$ cat config.mk
export PLATFORM = sky130hd
export DESIGN_NAME = retire_stage_flat
export DESIGN_NICKNAME = d
export VERILOG_FILES = /design/src/rtl/retire_stage_pkg.sv /design/src/rtl/retire_stage_if.sv /design/src/rtl/retire_stage_arch_map_table.sv /design/src/rtl/retire_stage.sv /design/src/flat_wrapper.sv
export SDC_FILE = /design/constraint.sdc
export NUM_CORES = 1
export LEC_CHECK = 0
export CAP_MARGIN = 10
export CELL_PAD_IN_SITES_DETAIL_PLACEMENT = 0
export CELL_PAD_IN_SITES_GLOBAL_PLACEMENT = 1
export CORE_AREA = 2 2 173 175
export DETAILED_ROUTE_END_ITERATION = 12
export DIE_AREA = 0 0 175 177
export PLACE_DENSITY = 0.95
export RECOVER_POWER = 50
export SETUP_SLACK_MARGIN = 0.05
export SYNTH_ARGS = -nofsm -noshare
export SYNTH_HDL_FRONTEND = slang
export SYNTH_SLANG_ARGS = --single-unit
$ cat constraint.sdc
create_clock -name clock -period 4.2 [get_ports clock]
set_input_delay 0.63 -clock clock [delete_from_list [all_inputs] [get_ports clock]]
set_output_delay 0.63 -clock clock [all_outputs]
set_load 0.02 [all_outputs]
$ cat src/rtl/retire_stage_pkg.sv
// Shared types and sizing for the in-order retire stage and its architectural map table.
package retire_stage_pkg;

    localparam int ARCH_REGS = 32;
    localparam int PHYS_REGS = 64;
    localparam int XLEN      = 32;
    localparam int TW        = $clog2(PHYS_REGS);
    localparam int AW        = $clog2(ARCH_REGS);

    typedef logic [TW-1:0] tag_t;
    typedef logic [AW-1:0] arch_idx_t;

    // Everything the ROB head presents to retire in one cycle.
    typedef struct packed {
        logic            retire_en;
        tag_t            retire_t;
        tag_t            retire_t_old;
        logic [31:0]     inst;
        logic            halt;
        logic            wr_mem;
        logic            has_dest_reg;
        logic [XLEN-1:0] npc;
        logic            take_branch;
    } rob_ir_packet_t;

    typedef enum logic [1:0] {
        RUN,
        STORE_WAIT,
        RECOVER,
        HALTED
    } retire_state_e;

endpackage

$ cat src/rtl/retire_stage_if.sv
// ROB-head / store-queue / free-list / map-table signals seen by the retire stage.
interface retire_stage_if;
    import retire_stage_pkg::*;

    logic                     retire_en;
    tag_t                     retire_t;
    tag_t                     retire_t_old;
    logic [31:0]              inst;
    logic                     halt;
    logic                     wr_mem;
    logic                     has_dest_reg;
    logic [XLEN-1:0]          NPC;
    logic                     take_branch;
    logic                     sq_commit_ack;

    logic                     ir_stall;
    logic                     sq_commit_req;
    logic                     free_en;
    tag_t                     free_tag;
    logic                     flush;
    logic                     amt_restore_en;
    logic [ARCH_REGS*TW-1:0]  amt_bus;
    logic                     commit_valid;
    logic [XLEN-1:0]          commit_NPC;
    logic [31:0]              retired_count;
    logic                     halted;

    modport master (
        output retire_en, retire_t, retire_t_old, inst, halt, wr_mem, has_dest_reg,
               NPC, take_branch, sq_commit_ack,
        input  ir_stall, sq_commit_req, free_en, free_tag, flush, amt_restore_en,
               amt_bus, commit_valid, commit_NPC, retired_count, halted
    );

    modport slave (
        input  retire_en, retire_t, retire_t_old, inst, halt, wr_mem, has_dest_reg,
               NPC, take_branch, sq_commit_ack,
        output ir_stall, sq_commit_req, free_en, free_tag, flush, amt_restore_en,
               amt_bus, commit_valid, commit_NPC, retired_count, halted
    );

endinterface

$ cat src/rtl/retire_stage_arch_map_table.sv
// Architectural map table: one write port, reset to the identity mapping, flat read bus.
module arch_map_table
    import retire_stage_pkg::*;
(
    input  logic                    clock,
    input  logic                    reset,
    input  logic                    wr_en,
    input  arch_idx_t               wr_idx,
    input  tag_t                    wr_tag,
    output logic [ARCH_REGS*TW-1:0] amt_bus
);

    tag_t amt_q [ARCH_REGS];
    tag_t amt_d [ARCH_REGS];

    always_comb begin
        amt_d = amt_q;
        if (wr_en) begin
            amt_d[wr_idx] = wr_tag;
        end
    end

    // NOTE: this storage is reset on purpose -- the identity mapping is architectural
    // state after reset, unlike a plain data RAM which would be left unreset.
    always_ff @(posedge clock) begin
        if (reset) begin
            for (int i = 0; i < ARCH_REGS; i++) begin
                amt_q[i] <= tag_t'(i);
            end
        end else begin
            amt_q <= amt_d;
        end
    end

    always_comb begin
        for (int i = 0; i < ARCH_REGS; i++) begin
            amt_bus[i*TW +: TW] = amt_q[i];
        end
    end

endmodule

$ cat src/rtl/retire_stage.sv
// In-order retire stage: commits the ROB head, updates the AMT, frees stale tags,
// sequences store commit, triggers branch recovery and latches halt.
module retire_stage
    import retire_stage_pkg::*;
(
    input  logic    clock,
    input  logic    reset,
    retire_stage_if.slave bus
);

    rob_ir_packet_t head;
    retire_state_e  state_q, state_d;
    logic [31:0]    retired_count_q, retired_count_d;
    logic           ir_stall, sq_commit_req, flush, amt_restore_en;
    logic           commit, amt_we;
    arch_idx_t      rd;
    logic           unused_inst_bits;

    always_comb begin
        head = '{retire_en:    bus.retire_en,
                 retire_t:     bus.retire_t,
                 retire_t_old: bus.retire_t_old,
                 inst:         bus.inst,
                 halt:         bus.halt,
                 wr_mem:       bus.wr_mem,
                 has_dest_reg: bus.has_dest_reg,
                 npc:          bus.NPC,
                 take_branch:  bus.take_branch};
    end

    assign rd               = head.inst[11:7];
    assign unused_inst_bits = ^{head.inst[31:12], head.inst[6:0]};

    always_comb begin
        // NOTE: every output of this block gets a default first, so no path through the
        // case can leave one unassigned and infer a latch.
        state_d        = state_q;
        ir_stall       = 1'b0;
        sq_commit_req  = 1'b0;
        flush          = 1'b0;
        amt_restore_en = 1'b0;
        case (state_q)
            RUN: begin
                if (head.retire_en) begin
                    if (head.wr_mem) begin
                        // Ack in this request cycle is deliberately not looked at.
                        ir_stall      = 1'b1;
                        sq_commit_req = 1'b1;
                        state_d       = STORE_WAIT;
                    end else if (head.halt) begin
                        state_d = HALTED;
                    end else if (head.take_branch) begin
                        flush   = 1'b1;
                        state_d = RECOVER;
                    end
                end
            end
            STORE_WAIT: begin
                sq_commit_req = !bus.sq_commit_ack;
                ir_stall      = !bus.sq_commit_ack;
                if (bus.sq_commit_ack) begin
                    state_d = RUN;
                end
            end
            RECOVER: begin
                ir_stall       = 1'b1;
                amt_restore_en = 1'b1;
                state_d        = RUN;
            end
            HALTED: begin
                ir_stall = 1'b1;
            end
            default: begin
                state_d = RUN;
            end
        endcase
    end

    // A reset cycle abandons whatever is in flight: nothing commits and nothing is freed.
    assign commit          = head.retire_en && !ir_stall && !reset;
    assign amt_we          = commit && head.has_dest_reg && (rd != '0);
    assign retired_count_d = retired_count_q + 32'(commit);

    // NOTE: sequential state uses non-blocking assignments so every flop samples
    // the pre-edge values regardless of statement order.
    always_ff @(posedge clock) begin
        if (reset) begin
            state_q         <= RUN;
            retired_count_q <= '0;
        end else begin
            state_q         <= state_d;
            retired_count_q <= retired_count_d;
        end
    end

    arch_map_table u_amt (
        .clock   (clock),
        .reset   (reset),
        .wr_en   (amt_we),
        .wr_idx  (rd),
        .wr_tag  (head.retire_t),
        .amt_bus (bus.amt_bus)
    );

    assign bus.ir_stall       = ir_stall;
    assign bus.sq_commit_req  = sq_commit_req;
    assign bus.free_en        = amt_we;
    assign bus.free_tag       = head.retire_t_old;
    assign bus.flush          = flush;
    assign bus.amt_restore_en = amt_restore_en;
    assign bus.commit_valid   = commit;
    assign bus.commit_NPC     = head.npc;
    assign bus.retired_count  = retired_count_q;
    assign bus.halted         = (state_q == HALTED);

    a_store_exclusive: assert property (@(posedge clock) disable iff (reset)
        head.retire_en |-> !(head.wr_mem && (head.halt || head.take_branch)));

endmodule

$ cat src/flat_wrapper.sv
// flat-port wrapper written by rule: the top's interface ports become plain ports
module retire_stage_flat import retire_stage_pkg::*;
  (clock, reset, bus_retire_en, bus_retire_t, bus_retire_t_old, bus_inst, bus_halt, bus_wr_mem, bus_has_dest_reg, bus_NPC, bus_take_branch, bus_sq_commit_ack, bus_ir_stall, bus_sq_commit_req, bus_free_en, bus_free_tag, bus_flush, bus_amt_restore_en, bus_amt_bus, bus_commit_valid, bus_commit_NPC, bus_retired_count, bus_halted);
  retire_stage_if bus_i ();
  input  logic clock;
  input  logic reset;
  input wire logic [$bits(bus_i.retire_en)-1:0] bus_retire_en;
  input wire logic [$bits(bus_i.retire_t)-1:0] bus_retire_t;
  input wire logic [$bits(bus_i.retire_t_old)-1:0] bus_retire_t_old;
  input wire logic [$bits(bus_i.inst)-1:0] bus_inst;
  input wire logic [$bits(bus_i.halt)-1:0] bus_halt;
  input wire logic [$bits(bus_i.wr_mem)-1:0] bus_wr_mem;
  input wire logic [$bits(bus_i.has_dest_reg)-1:0] bus_has_dest_reg;
  input wire logic [$bits(bus_i.NPC)-1:0] bus_NPC;
  input wire logic [$bits(bus_i.take_branch)-1:0] bus_take_branch;
  input wire logic [$bits(bus_i.sq_commit_ack)-1:0] bus_sq_commit_ack;
  output wire logic [$bits(bus_i.ir_stall)-1:0] bus_ir_stall;
  output wire logic [$bits(bus_i.sq_commit_req)-1:0] bus_sq_commit_req;
  output wire logic [$bits(bus_i.free_en)-1:0] bus_free_en;
  output wire logic [$bits(bus_i.free_tag)-1:0] bus_free_tag;
  output wire logic [$bits(bus_i.flush)-1:0] bus_flush;
  output wire logic [$bits(bus_i.amt_restore_en)-1:0] bus_amt_restore_en;
  output wire logic [$bits(bus_i.amt_bus)-1:0] bus_amt_bus;
  output wire logic [$bits(bus_i.commit_valid)-1:0] bus_commit_valid;
  output wire logic [$bits(bus_i.commit_NPC)-1:0] bus_commit_NPC;
  output wire logic [$bits(bus_i.retired_count)-1:0] bus_retired_count;
  output wire logic [$bits(bus_i.halted)-1:0] bus_halted;
  assign bus_i.retire_en = bus_retire_en;
  assign bus_i.retire_t = bus_retire_t;
  assign bus_i.retire_t_old = bus_retire_t_old;
  assign bus_i.inst = bus_inst;
  assign bus_i.halt = bus_halt;
  assign bus_i.wr_mem = bus_wr_mem;
  assign bus_i.has_dest_reg = bus_has_dest_reg;
  assign bus_i.NPC = bus_NPC;
  assign bus_i.take_branch = bus_take_branch;
  assign bus_i.sq_commit_ack = bus_sq_commit_ack;
  assign bus_ir_stall = bus_i.ir_stall;
  assign bus_sq_commit_req = bus_i.sq_commit_req;
  assign bus_free_en = bus_i.free_en;
  assign bus_free_tag = bus_i.free_tag;
  assign bus_flush = bus_i.flush;
  assign bus_amt_restore_en = bus_i.amt_restore_en;
  assign bus_amt_bus = bus_i.amt_bus;
  assign bus_commit_valid = bus_i.commit_valid;
  assign bus_commit_NPC = bus_i.commit_NPC;
  assign bus_retired_count = bus_i.retired_count;
  assign bus_halted = bus_i.halted;
  retire_stage u_core (.clock(clock), .reset(reset), .bus(bus_i));
endmodule
==> results of run 1 <==
==> state kept, by name (all words and copies together), names as in the netlist <==
signal and cells:
u_core.bus.retired_count 32, u_core.state_q 2, u_core.u_amt.amt_bus 192
==> tightest hold or removal path, delay by kind of cell (launching register included) <==
| kind | cells | cell delay, ps |
|---|---|---|
| flops | 1 | 310 |
| compound gates | 2 | 110 |
==> kinds of logic (layout without fill, tap and decap cells) <==
kind of cell	count (synthesis)	count (layout)	share of synthesized area (%)
compound gates	376	376	24.0
simple gates	328	328	19.2
flops	226	226	43.8
buf+inv	204	323	9.22
mux	21	21	2.05
xor+xnor	10	10	0.848
fa+ha+maj	7	7	0.848
other cells	0	1	0
==> cell usage in the layout (no fill, tap or decap), types with 11 or more instances in the layout <==
cell type,instances
a21oi_1,111
a31oi_1,64
buf_4,22
clkbuf_16,27
clkdlybuf4s50_1,46
dfxtp_1,226
dlygate4sd3_1,201
mux2i_1,20
nand2_1,16
nand2b_1,23
nand3_1,15
nand4_1,107
nor2_1,26
nor2b_1,11
nor4_1,65
o21bai_1,64
o31ai_1,112
or4_1,16
==> Yosys cell counts, drive strengths merged, types with 10 or more instances <==
cell	number
nand2b	23
nor2b	12
nand3	15
or3	10
nor2	27
buf	64
mux2i	20
a31oi	64
a21oi	112
dfxtp	226
nand2	16
nor3	11
nor4	65
clkbuf	135
nand4	107
o21bai	64
or4	16
o31ai	112
==> metal layers <==
metal / global-route usage, % / wire (µm)
met2: 37.4 / 17600
met4: 6.94 / 950
met1: 29.2 / 15200
met3: 5.09 / 3050
met5: 0 / 0
==> area by class of cell <==
cell class / count / area share, %
antenna: 1 / 0.0187
inverter: 5 / 0.140
multi-input combinational: 742 / 36.4
clock inverter: 7 / 0.326
sequential: 226 / 33.7
timing repair buffer: 271 / 19.8
clock buffer: 40 / 5.92
tap: 390 / 3.64
==> report_power, final <==
group	total, mW	switching (mW)	internal (mW)
Sequential	2.17	0.0120	2.16
Combinational	0.621	0.490	0.131
Clock	2.21	0.916	1.30
==> through the flow <==
step | cells | area (µm²)
final | 1682 | 13400
after global routing | 1682 | 13400
after CTS | 1681 | 13400
after detailed placement | 1634 | 12600
after global placement | 1634 | 12600
after floorplan | 1172 | 10300
==> worst max path at each step <==
| stage | startpoint | end | cells past startpoint |
|---|---|---|---|
| floorplan | u_core.state_q[0] | u_core.bus.retired_count[30] | 12 |
| global placement | bus_retire_en | u_core.bus.retired_count[21] | 8 |
| detailed placement | bus_retire_en | u_core.bus.retired_count[21] | 8 |
| CTS | u_core.state_q[0] | bus_free_en | 6 |
| global route | u_core.state_q[0] | bus_free_en | 6 |
| finish | u_core.state_q[0] | bus_free_en | 6 |
==> out/metrics.yaml, run 1 <==
status: "finished clean"
num_vias: 10100
overflow: 0
grt_pass1_vias: 9477
die_height_um: 177
worst-r2r-setup-slack_ps: 700
period_share_pct: 87.4
min_path_cells: 2
yosysUniqueCellTypes: 41
cts_tree: "built"
antenna_found_initial: 1
end_kind: "output port"
yosysTopAreaCellShare_pct: 43.8
cp_cell_sequence: "inv_1, ha_1, and2_1, nor3_1, o311a_1, clkdlybuf4s50_1"
track_usage_pct: 22.5
grt_setup_unrepaired: "false"
ys_seq_area_share_pct: 43.8
min_period_ps: 3670
synth_async_sr_flop_share_pct: 0
hold_end: "u_core.u_amt.amt_bus[50]"
hold_ws_ps: 461
clk_pin_slew_worst_paths_ps: 60
leakagePower_nw: 4.76
hold_class: "reg -> reg"
critPathLaunchType: "register"
cts_buffers: 26
num_rows: 63
gp_congestion: 0.799
final.setup_skew_ps: 8.57
crit_arrival_ps: 3040
r2r_end: "u_core.bus.retired_count[21]"
slew_headroom_pct: 13.1
post_cts_buffers: 0
slowest_delay_ps: 620
grt_pass1_wl_um: 55900
fin_nets: 1363
hold_buffers: 0
place_hpwl_um: 21900
clockBufferDepth: 3
ctsResizeCount: 0
yosys-top-cells-area: "dfxtp_1, o31ai_1, nand4_1"
p_per_area_mw_per_mm2: 373
synth-warning-count: 0
drcViolationCount: 0
drv_slew: 0
fin_util_pct: 45.9
ys.flop_type: "dfxtp_1"
multi_input_area_mm2: 0.00489
routedWlPerCell_um: 21.9
crit_slowest_cell: "clkdlybuf4s50_1"
syn-cell-area_mm2: 0.0103
setup_viol: 0
finalPower_mw: 5.00
num_io_pins: 353
required_ps: 3570
avgSynthCellArea_um2: 8.81
port_buffers: 249
synth_nets: 1263
drt_first_pass_iters: 5
max-cap-violations: 0
irDropWorstVdd_v: 0.000220
ys_ff_latch: 226
drive_above_1_share_pct: 6.35
wl_um: 36800
r2r-start: "u_core.state_q[0]"
rr_worst_depth: 9
numClockSinks: 226
fillers: 2765
die_w_um: 175
grt_max_degree: 102
hold_viol_final: 0
area.sequential_mm2: 0.00452
hp-start: "u_core.u_amt.amt_bus[50]"
synth-edff-count: 0
viasPerCell: 5.99
cp_num_buf_inv: 2
coreArea_mm2: 0.0292
postRouteAntennaNets: 0
netlist_instances: 1172
critical_path_class: "reg -> out"
start_util_pct: 35.3
drtIter0Drc: 821
htreeDepth: 1
area_growth_syn_to_layout_pct: 30.0
die-area_mm2: 0.0310
root_buffer: "clkbuf_16"
worst_slew_pin_slew_ps: 1300
yosysTopAreaCell: "dfxtp_1"
crit_fanout: 8
tns_ps: 0
clk_latency_ps: 530
fin_ws_ps: 531
fmax_mhz: 273
cpLargestDelayFamily: "simple AND/OR/NAND/NOR gates"
dp_slack_ps: 308
(Power assumes the default switching activity.)
==> inputs of run 2 (changes only) <==
--- a/config.mk
+++ b/config.mk
@@ -8,10 +8,11 @@
 export CAP_MARGIN = 10
 export CELL_PAD_IN_SITES_DETAIL_PLACEMENT = 0
 export CELL_PAD_IN_SITES_GLOBAL_PLACEMENT = 1
-export CORE_AREA = 2 2 173 175
+export CORE_AREA = 2 2 157 159
 export DETAILED_ROUTE_END_ITERATION = 12
-export DIE_AREA = 0 0 175 177
-export PLACE_DENSITY = 0.95
+export DIE_AREA = 0 0 159 161
+export DONT_BUFFER_PORTS = 1
+export PLACE_DENSITY = 0.85
 export RECOVER_POWER = 50
 export SETUP_SLACK_MARGIN = 0.05
 export SYNTH_ARGS = -nofsm -noshare
==> run 2 against run 1 <==
Combinational power down 23%. Register-to-register slack worse by 280 ps. Sequential power about the same. Cell count down 20%. Largest power group unchanged.
==> out/metrics.yaml, run 2 (synthesis results as in run 1) <==
cts_tree: "built"
drtIter0Drc: 810  # -1.3%
clockBufferDepth: 3  # unchanged
crit_arrival_ps: 4210  # +1170 ps
fin_util_pct: 45.0  # -0.89 points
antennaDiodeCount: 0  # -1
grt_pass1_wl_um: 51400  # -8.1%
die_height_um: 161  # -9.0%
port_buffers: 0  # -100%
num_vias: 8882  # -12%
final.setup_skew_ps: 13.4  # +4.84 ps
fillers: 2311  # -16%
final_common_cell: "dfxtp_1"
finalPower_mw: 4.92  # -1.8%
die-area_mm2: 0.0256  # -17%
period_share_pct: 90.0  # +2.6 points
place_hpwl_um: 18800  # -14%
p_per_area_mw_per_mm2: 456  # +22%
viasPerCell: 6.57  # +9.6%
worst-r2r-setup-slack_ps: 420  # -280 ps
worst_slew_pin_slew_ps: 1140  # -155 ps
drt_first_pass_iters: 5  # unchanged
htreeDepth: 1  # unchanged
hold_ws_ps: 194  # -267 ps
leakagePower_nw: 3.59  # -25%
clk_latency_ps: 520  # about the same
largest_reg_flops: 192  # unchanged
grt_setup_unrepaired: "false"
critical_path_class: "reg -> reg"
post_cts_buffers: 0  # unchanged
clk_pin_slew_worst_paths_ps: 60  # about the same
postRouteAntennaNets: 0  # unchanged
crit_fanout: 19  # +11
num_io_pins: 353  # unchanged
internal_power_mw: 3.62  # +1.1%
tns_ps: 0  # unchanged
grt_max_degree: 238  # +130%
p_clk_share_pct: 46.0  # +1.7 points
end_kind: "register"
fin_area_mm2: 0.0108  # -20%
num_rows: 57  # -9.5%
setup_viol: 0  # unchanged
start_util_pct: 43.1  # +7.8 points
required_ps: 4630  # +1060 ps
ctsResizeCount: 0  # unchanged
track_usage_pct: 24.6  # +2.0 points
routedWlPerCell_um: 24.7  # +13%
switching_share_pct: 26.3  # -2.1 points
irDropWorstVdd_v: 0.000245  # +12%
wl_um: 33400  # -9.1%
min_period_ps: 3780  # +110 ps
max-cap-violations: 0  # unchanged
drive_above_1_share_pct: 6.61  # +0.26 points
cts_buffers: 25  # -3.8%
p_sw_mw: 1.29  # -9.0%
critPathLaunchType: "register"
p_seq_share_pct: 44.3  # +1.0 points
grt_pass1_vias: 8404  # -11%
area_growth_syn_to_layout_pct: 4.44
gp_congestion: 0.780  # -2.4%
root_buffer: "clkbuf_16"
final_cell_mix: "dfxtp_1, o31ai_1, a21oi_1"
die_w_um: 159  # -9.1%
drcViolationCount: 0  # unchanged
overflow: 0  # unchanged
hold_class: "in -> reg"
status: "finished clean"
antenna_found_initial: 0  # -1
fin_nets: 1102  # -19%
dpl_cell_area_mm2: 0.00993  # -21%
combinationalPowerShare_pct: 9.7  # -2.7 points
slew_headroom_pct: 23.5  # +10 points
hold_buffers: 0  # unchanged
numClockSinks: 226  # unchanged
hold_viol_final: 0  # unchanged
coreArea_mm2: 0.0240  # -18%
fmax_mhz: 265  # -2.9%
drv_slew: 0  # unchanged
run 2: cell count changes in the layout (fill, tap and decap cells not counted), moves of 2 or more:
cell / delta
dlygate4sd3_1: -201
bufinv_16: +3
clkdlybuf4s50_1: -46
clkbuf_1: -2
clkbuf_16: -2
buf_4: -12
clkinvlp_4: -2
run 2: path summary, 6_finish.rpt:
kind,startpoint,end,cells after the start
setup / recovery,u_core.state_q[0],u_core.bus.retired_count[26],10
hold / removal,reset,u_core.bus.retired_count[24],1
setup reg to reg,u_core.state_q[0],u_core.bus.retired_count[26],10
hold reg to reg,u_core.u_amt.amt_bus[3],u_core.u_amt.amt_bus[3],1
run 2: metal layers:
metal	global-route usage, %	wire (µm)
met3	7.19	3010
met2	39.6	15700
met1	32.1	14100
met5	0	0
met4	7.23	690
run 2: worst max-delay path, stage by stage, from the launching register on:
cell     delay [ps]
dfxtp_1         420
inv_1           100
ha_1            320
nor2_1          310
a21oi_4         100
nor3_1          480
ha_1            290
ha_1            270
nand3_1         530
or4_1           690
a21oi_1         190
run 2: layout make-up:
type,count,area [µm²],area share [%]
Multi-Input combinational cell,742,4890,45.4
Sequential cell,226,4520,42.0
Clock buffer,35,723,6.71
Tap cell,324,405,3.76
Clock inverter,9,124,1.15
Timing Repair Buffer,11,95.1,0.882
Inverter,5,18.8,0.174
run 2: metrics by stage:
stage                     cells  worst slack (ps)
final                      1352               421
after global routing       1352               199
after CTS                  1352               406
after detailed placement   1308               496
after global placement     1308               619
after floorplan            1172               799
run 2: power groups by stage:
stage | Combinational (mW) | Clock, mW | Sequential (mW)
6_report | 0.478 | 2.26 | 2.18
5_1_grt | 0.512 | 2.38 | 2.18
4_1_cts | 0.473 | 2.30 | 2.18
3_5_place_dp | 0.472 | 0 | 2.22
3_3_place_gp | 0.472 | 0 | 2.22
2_1_floorplan | 0.466 | 0 | 2.22
